## config.mk

```make
export PLATFORM = sky130hd
export DESIGN_NAME = rv0_pipe_sbuf
export DESIGN_NICKNAME = d
export VERILOG_FILES = /design/src/rtl/rv0_pipe_sbuf.sv
export SDC_FILE = /design/constraint.sdc
export NUM_CORES = 1
export LEC_CHECK = 0
export ABC_CLOCK_PERIOD_IN_PS = 1710
export BUFFER_PORTS_ARGS = -buffer_cell sky130_fd_sc_hd__buf_4
export CAP_MARGIN = 20
export CORE_AREA = 2 2 204 206
export DETAILED_ROUTE_END_ITERATION = 16
export DIE_AREA = 0 0 206 208
export PLACE_DENSITY = 0.79
export SYNTH_ARGS = -nofsm -noshare
export SYNTH_HDL_FRONTEND = slang
export SYNTH_SLANG_ARGS = --single-unit
```

## constraint.sdc

```tcl
create_clock -name clk -period 1.71 [get_ports clk]
set_input_delay 0.2565 -clock clk [delete_from_list [all_inputs] [get_ports clk]]
set_output_delay 0.2565 -clock clk [all_outputs]
set_load 0.005 [all_outputs]
```

## src/rtl/rv0_pipe_sbuf.sv

```systemverilog
// rv0_pipe_sbuf: DEPTH-entry circular skid buffer between two core pipeline
// stages (rdy/ack handshake). The upstream ack is registered from state only,
// so downstream ack never reaches upstream ack combinationally.
// Optional build macro RV0_PIPE_SBUF_BYPASS_EN adds a zero-latency
// pass-through when the buffer is empty.
module rv0_pipe_sbuf #(
  parameter int XLEN      = 32,
  parameter int FLEN      = 32,
  parameter int DEPTH     = 2,
  parameter int AFULL_LVL = DEPTH - 1
) (
  input  logic                   clk,
  input  logic                   rst_n,
  input  logic                   flush,
  input  logic [XLEN-1:0]        s_insn,
  input  logic [31:0]            s_addr,
  input  logic [XLEN-1:0]        s_idata1,
  input  logic [XLEN-1:0]        s_idata2,
  input  logic [FLEN-1:0]        s_fdata1,
  input  logic [FLEN-1:0]        s_fdata2,
  input  logic [31:0]            s_tags,
  input  logic                   s_rdy,
  output logic                   s_ack,
  output logic [XLEN-1:0]        m_insn,
  output logic [31:0]            m_addr,
  output logic [XLEN-1:0]        m_idata1,
  output logic [XLEN-1:0]        m_idata2,
  output logic [FLEN-1:0]        m_fdata1,
  output logic [FLEN-1:0]        m_fdata2,
  output logic [31:0]            m_tags,
  output logic                   m_rdy,
  input  logic                   m_ack,
  output logic [$clog2(DEPTH):0] level,
  output logic                   s_afull
);

  localparam int PW  = $clog2(DEPTH);
  localparam int LW  = PW + 1;
  localparam int PLW = 3 * XLEN + 2 * FLEN + 64;

  localparam logic [LW-1:0] DEPTH_L = LW'(DEPTH);
  localparam logic [LW-1:0] AFULL_L = LW'(AFULL_LVL);

  logic [PLW-1:0] mem_q [DEPTH];
  logic [PW-1:0]  wr_ptr_q, wr_ptr_d;
  logic [PW-1:0]  rd_ptr_q, rd_ptr_d;
  logic [LW-1:0]  level_q, level_d;
  logic           s_ack_q, s_ack_d;
  logic           s_afull_q, s_afull_d;

  logic [PLW-1:0] s_pl;
  logic [PLW-1:0] m_pl;
  logic           empty;
  logic           byp_sel;
  logic           byp_xfer;
  logic           push;
  logic           pop;

  assign s_pl  = {s_insn, s_addr, s_idata1, s_idata2, s_fdata1, s_fdata2, s_tags};
  assign empty = (level_q == '0);

`ifdef RV0_PIPE_SBUF_BYPASS_EN
  // Bypass is chosen purely from occupancy; m_ack only decides whether the
  // passing payload is also captured.
  assign byp_sel = empty & ~flush;
`else
  assign byp_sel = 1'b0;
`endif

  // Upstream offer is only real when our registered ack is high, so a bypass
  // transfer requires it too; otherwise the source would see no handshake.
  assign byp_xfer = byp_sel & s_rdy & s_ack_q & m_ack;
  assign push     = s_rdy & s_ack_q & ~flush & ~byp_xfer;
  assign pop      = ~empty & m_ack & ~flush;

  assign m_pl  = byp_sel ? s_pl : mem_q[rd_ptr_q];
  assign m_rdy = byp_sel ? (s_rdy & s_ack_q) : ~empty;

  assign {m_insn, m_addr, m_idata1, m_idata2, m_fdata1, m_fdata2, m_tags} = m_pl;

  assign s_ack   = s_ack_q;
  assign level   = level_q;
  assign s_afull = s_afull_q;

  // Next-state for pointers, occupancy and the registered status flags.
  always_comb begin
    wr_ptr_d  = wr_ptr_q;
    rd_ptr_d  = rd_ptr_q;
    level_d   = level_q;
    if (flush) begin
      wr_ptr_d = '0;
      rd_ptr_d = '0;
      level_d  = '0;
    end else begin
      if (push) wr_ptr_d = wr_ptr_q + PW'(1);
      if (pop)  rd_ptr_d = rd_ptr_q + PW'(1);
      level_d = level_q + LW'(push) - LW'(pop);
    end
    s_ack_d   = (level_d < DEPTH_L) & ~flush;
    s_afull_d = (level_d >= AFULL_L);
  end

  // Control state; s_ack comes up on the first edge after reset release.
  always_ff @(posedge clk or negedge rst_n) begin
    if (!rst_n) begin
      wr_ptr_q  <= '0;
      rd_ptr_q  <= '0;
      level_q   <= '0;
      s_ack_q   <= 1'b0;
      s_afull_q <= 1'b0;
    end else begin
      wr_ptr_q  <= wr_ptr_d;
      rd_ptr_q  <= rd_ptr_d;
      level_q   <= level_d;
      s_ack_q   <= s_ack_d;
      s_afull_q <= s_afull_d;
    end
  end

  // Payload storage; entries are cleared on reset so m_* reads zero afterwards.
  always_ff @(posedge clk or negedge rst_n) begin
    if (!rst_n) begin
      for (int i = 0; i < DEPTH; i++) mem_q[i] <= '0;
    end else if (push) begin
      mem_q[wr_ptr_q] <= s_pl;
    end
  end

endmodule

```

# After elaboration in Yosys (flattened, before gate mapping)
# Index checks and enable logic that the tools add are counted.
op_classes:
  addsub: 4
  muxes: 11
  reduce_logical: 4
  bitwise: 9
  n_lt_le_gt_ge: 5
op_table:
  columns: ["op", "count"]
  rows:
  - ["two-way mux 224 bit", 4]
  - ["bitwise mux 448 bit", 1]
  - ["demux 224 bit (select 1 bit)", 1]
  - ["bitwise AND 1 bit", 5]
  - [">= comparator 2 bit (second input constant)", 2]
  - ["two-way mux 1 bit", 4]
  - ["NOT 1 -> 2 bit", 2]
  - ["nonzero test 2 bit", 2]
  - ["adder 1 bit (second input constant)", 2]
  - ["adder 2 x 1 -> 2 bit", 1]
  - [">= comparator 2 x 1 -> 1 bit (second input constant)", 1]
  - ["zero test 2 bit", 1]
  - ["< comparator 2 x 1 -> 1 bit (second input constant)", 1]
  - ["< comparator 2 bit (second input constant)", 1]
  - ["two-way mux 2 bit", 1]
  - ["NOT 1 bit", 2]
  - ["subtractor 2 x 1 -> 2 bit", 1]
  - ["logical AND 1 bit", 1]
totals:
  word_cells: 40
  regBits: 454
  inputBits: 229

# Depth between registers and ports, before layout
logic_depth:
  depth_word: 8
  ltp_mapped: 8

# Worst setup path before layout
# OpenSTA, ideal clock, no wires.
synth_timing:
  path_kind: "flip-flop to flip-flop"
  startpoint: "register level_q[1] (netlist: level[1])"
  endpoint: "register s_afull_q (netlist: s_afull)"
  setup_ns: 0.119
  stages_incl_launch_ff: 9
  required_time_ns: 1.591
  setup_slack_ns: -0.053
  arrival_ns: 1.644
  cell_sequence: "dfrtp_1 o21ai_0 nor2_1 ha_1 inv_1 ha_1 xnor2_1 xnor2_1 o21ba_2"
synth_between:
  elab_chain_len: 7
  word_cells_on_any_way: 8
synth_rtl:
  columns: ["element", "line_no", "rtl"]
  rows:
  - ["start: declaration", "47", "logic [LW-1:0] level_q, level_d;"]
  - ["start signal: assignment", "114", "level_q <= level_d;"]
  - ["zero test 2 bit", "60", "assign empty = (level_q == '0);"]
  - ["NOT 1 bit", "74", "assign pop = ~empty & m_ack & ~flush;"]
  - ["bitwise AND 1 bit (2 in series)", "74", null]
  - ["subtractor 2 x 1 -> 2 bit (*)", "97", "level_d = level_q + LW'(push) - LW'(pop);"]
  - ["two-way mux 2 bit (*)", "90", "if (flush) begin"]
  - [">= comparator 2 x 1 -> 1 bit (*)", "100", "s_afull_d = (level_d >= AFULL_L);"]
  - ["named net s_afull_d", "49", "logic s_afull_q, s_afull_d;"]
  - ["end signal: assignment", "116", "s_afull_q <= s_afull_d;"]
  - ["end: declaration", "49", null]
# The timed path passes the listed nets; every way through them passes the cells marked *.
# A chain may end at the register's enable or synchronous reset.

# Final worst setup path
layout_timing:
  startpoint: "register rd_ptr_q"
  endpoint: "output port m_addr[24]"
layout_between:
  elab_chain_len: 4
layout_rtl:
  columns: ["element", "line_no", "rtl"]
  rows:
  - ["start: declaration", "46", "logic [PW-1:0] rd_ptr_q, rd_ptr_d;"]
  - ["start signal: assignment", "113", "rd_ptr_q <= rd_ptr_d;"]
  - ["NOT 1 -> 2 bit (implied by the code)", "76", "assign m_pl = byp_sel ? s_pl : mem_q[rd_ptr_q];"]
  - ["two-way mux 224 bit (implied by the code) (3 in series)", "76", null]
  - ["end: declaration", "25", "output logic [31:0] m_addr,"]
# Every way passes these cells. The select of a mux whose other input is x is not followed.

==> reports/metrics.yaml <==
status: "finished, violations left"
violations: "setup timing"
final_design_area_no_fill_um2: 28790
fraction_of_the_mapped_netlist_area_in_adder_cells: 0.001273
root_buffer: "sky130_fd_sc_hd__clkbuf_16"
period_needed_ns: 2.191
synth_seq_area_share: 0.5780
post_synth_main_area_contributors: "sky130_fd_sc_hd__dfrtp_1 58%, sky130_fd_sc_hd__mux2_2 38%, sky130_fd_sc_hd__buf_6 1.7%, sky130_fd_sc_hd__buf_2 0.92%, sky130_fd_sc_hd__mux2_1 0.86%"
placed_area_um2: 24240
max_stage_delay_ns: 0.45
ant_nets: 0
n_fill_cell: 2385
timing.critical_path.to_type: "output port"
syn-num-nets: 1451
crit_slowest_cell: "sky130_fd_sc_hd__dfrtp_4"
ys_ff_latch: 454
drt_pass1_iterations: 4
grt_setup_unrepaired: "true"
area_growth_syn_to_layout_pct: 46.49
setup_tns_ns: -98.15
flip_flop_cell_with_the_highest_count_after_synthesis: "sky130_fd_sc_hd__dfrtp_1"
power-per-cell-area_nw_per_um2: 1439
die_h_um: 208
globalRouteOverflowTotal: 0
synthTopCellsByCount: "657 x sky130_fd_sc_hd__mux2_2, 454 x sky130_fd_sc_hd__dfrtp_1, 36 x sky130_fd_sc_hd__buf_2"
post_synth_xor_area_fraction: 0.001782
grtUsageTotal: 0.2526
post-synth-top-area-cell: "sky130_fd_sc_hd__dfrtp_1"
final_util: 0.7100
detail_route.vias_per_cell: 5.265
cts-buffers-inserted: 49
synth-edff-count: 0
min_path_type: "in -> reg"
max_cap_viol_count: 0
largest_net_degree_at_the_start_of_global_routing: 71
max-slew-margin-rel: 0.6226
finish.net_count: 2197
vias: 13360
timing_worst_slew_pin_value_ns: 0.5661
combinational_family_with_the_most_area_after_synthesis: "multiplexers"
dp_worst_setup_slack_ns: -0.01568
worst_r2r_path_depth: 8
core-area_um2: 40550
place.port_buffers: 457
final-hold-violation-count: 0
leakage_uw: 0.01329
period_share: 1.281
grt_first_pass_wirelength_um: 84470
finalWirelength_um: 56600
detailed_place_hpwl_um: 34950
post_synth_instance_area_um2: 19660
hold-worst-slack_ns: 0.1441
synth-simple-area-share: 0.003947
clock_path_buffers: 3
worstPathRequired_ns: 1.45
critical_path.cell_chain: "buf_12 -> buf_16 -> mux2_2 -> buf_4"
maxClockFrequency_mhz: 456.4
clkTransAtPathRegs_ns: 0.06
finalSetupViolations: 228
layout_setup_ws_ns: -0.4812
synthArstFlopShare: 1.000
synthesis.area_per_instance_um2: 16.11
die_w_um: 206
synth_area_in_compound_gates: 0.0007639
fp.dieArea_um2: 42850
finalMaxSlewViolations: 0
drt_drc_violations_left: 0
antenna_found_initial: 4
synthesis.yosys.warnings: 0
finalClockSkew_ns: 0.02220
rows: 74
clock_latency_ns: 0.58
synth_cell_types: 20
first_global_vias: 15180
global_placer_s_final_weighted_congestion: 0.7829
cp_data_arrival_time_ns: 1.93
hold_path_depth: 4
post_route_cells_drive_above_1_share: 0.6447
setup.worst_path.start_class: "register"
post_synth_inst_count: 1220
detail_route.wl_per_cell_um: 22.30
synth.area.mux_share: 0.3850
start_util: 0.4847
detailedRoute.firstIterationViolations: 650
synth_top_area_share: 0.5780
critPathKind: "reg -> out"
vdd_ir_drop_max_uv: 1128
cp_max_fo: 18
yosys.cell_count.top_type: "sky130_fd_sc_hd__mux2_2"
ctsHtreeMaxLevel: 2
design.portCount: 458
tritoncts: "yes"
cts_num_sinks: 454
-- layout by cell type, fill, tap and decap left out, drive strengths merged, types with 3 or more instances in the layout --
master / n
mux2: 672
buf: 541
dfrtp: 454
dlygate4sd3: 226
clkbuf: 75
diode: 5
clkinv: 5
nor2: 5
bufinv: 4
inv: 3
-- per-stage QoR --
stage                     cells  total power, µW
final                      2538            41430
after global routing       2536            43340
after CTS                  2523            40770
after detailed placement   2211            28700
after global placement     2211            28060
after floorplan            1220            22500
-- cells by family (layout without fill, tap and decap cells) --
| family | Yosys count | in the layout |
|---|---|---|
| flops | 454 | 454 |
| compound gates | 2 | 2 |
| simple gates | 11 | 11 |
| mux | 672 | 672 |
| xor+xnor | 4 | 4 |
| fa+ha+maj | 2 | 2 |
| other cells | 0 | 5 |
| buf+inv | 75 | 856 |
-- worst max-delay path: cells and delay by family, from the launching register on --
family / cells / cell delay [ns]
flops: 1 / 0.45
mux: 1 / 0.37
buf+inv: 3 / 0.52
-- path summary, 6_finish.rpt --
| path | startpoint | endpoint | slack [ns] |
|---|---|---|---|
| worst max register to register | level[0] | level[1] | -0.12 |
| min in group asynchronous | rst_n | mem_q[34] | 0.18 |
| worst min-delay path | s_rdy | wr_ptr_q | 0.14 |
| worst min register to register | mem_q[334] | mem_q[334] | 0.48 |
| max in group asynchronous | rst_n | s_ack | 0.64 |
| worst max-delay path | rd_ptr_q | m_addr[24] | -0.48 |
-- cell type report --
type	count	area, µm²	share of cell area
repair buffers	769	7093	0.2463
diodes	5	12.51	0.0004346
multi-input cells	691	7975	0.2770
clock buffers	73	1499	0.05206
clock inverters	13	177.7	0.006171
flip-flops and latches	454	11370	0.3948
inverters	1	3.754	0.0001304
well taps	532	665.6	0.02312
-- what timing repair did --
| action | in CTS | in global routing |
|---|---|---|
| pin swaps | 0 | 3 |
| cloned | 0 | 3 |
| setup buffers | 0 | 7 |
| endpoints found under the hold margin | 828 | 0 |
| gates resized for setup | 78 | 47 |
| setup endpoints to repair | 227 | 277 |
| hold buffers | 226 | 0 |
-- flip-flops by register name, indices dropped and copies added (netlist names) --
name and count:
s_ack 1, wr_ptr_q 1, level 2, s_afull 1, rd_ptr_q 1, mem_q 448
-- where the power goes --
| group | leakage [µW] | internal [µW] | total (µW) | switching (µW) |
|---|---|---|---|---|
| sequential | 0.00557 | 14600 | 16800 | 2120 |
| clock | 0.000824 | 6640 | 11000 | 4370 |
| combinational | 0.00690 | 8820 | 13700 | 4830 |
| total | 0.0133 | 30100 | 41400 | 11300 |
-- per-layer routing --
metal	track usage	wire length [µm]	part of all wire
met5	0	0	0
met4	0.09335	1858	0.033
met3	0.07785	4173	0.074
met2	0.4322	28680	0.51
met1	0.2973	21880	0.39
(Power assumes the default switching activity.)
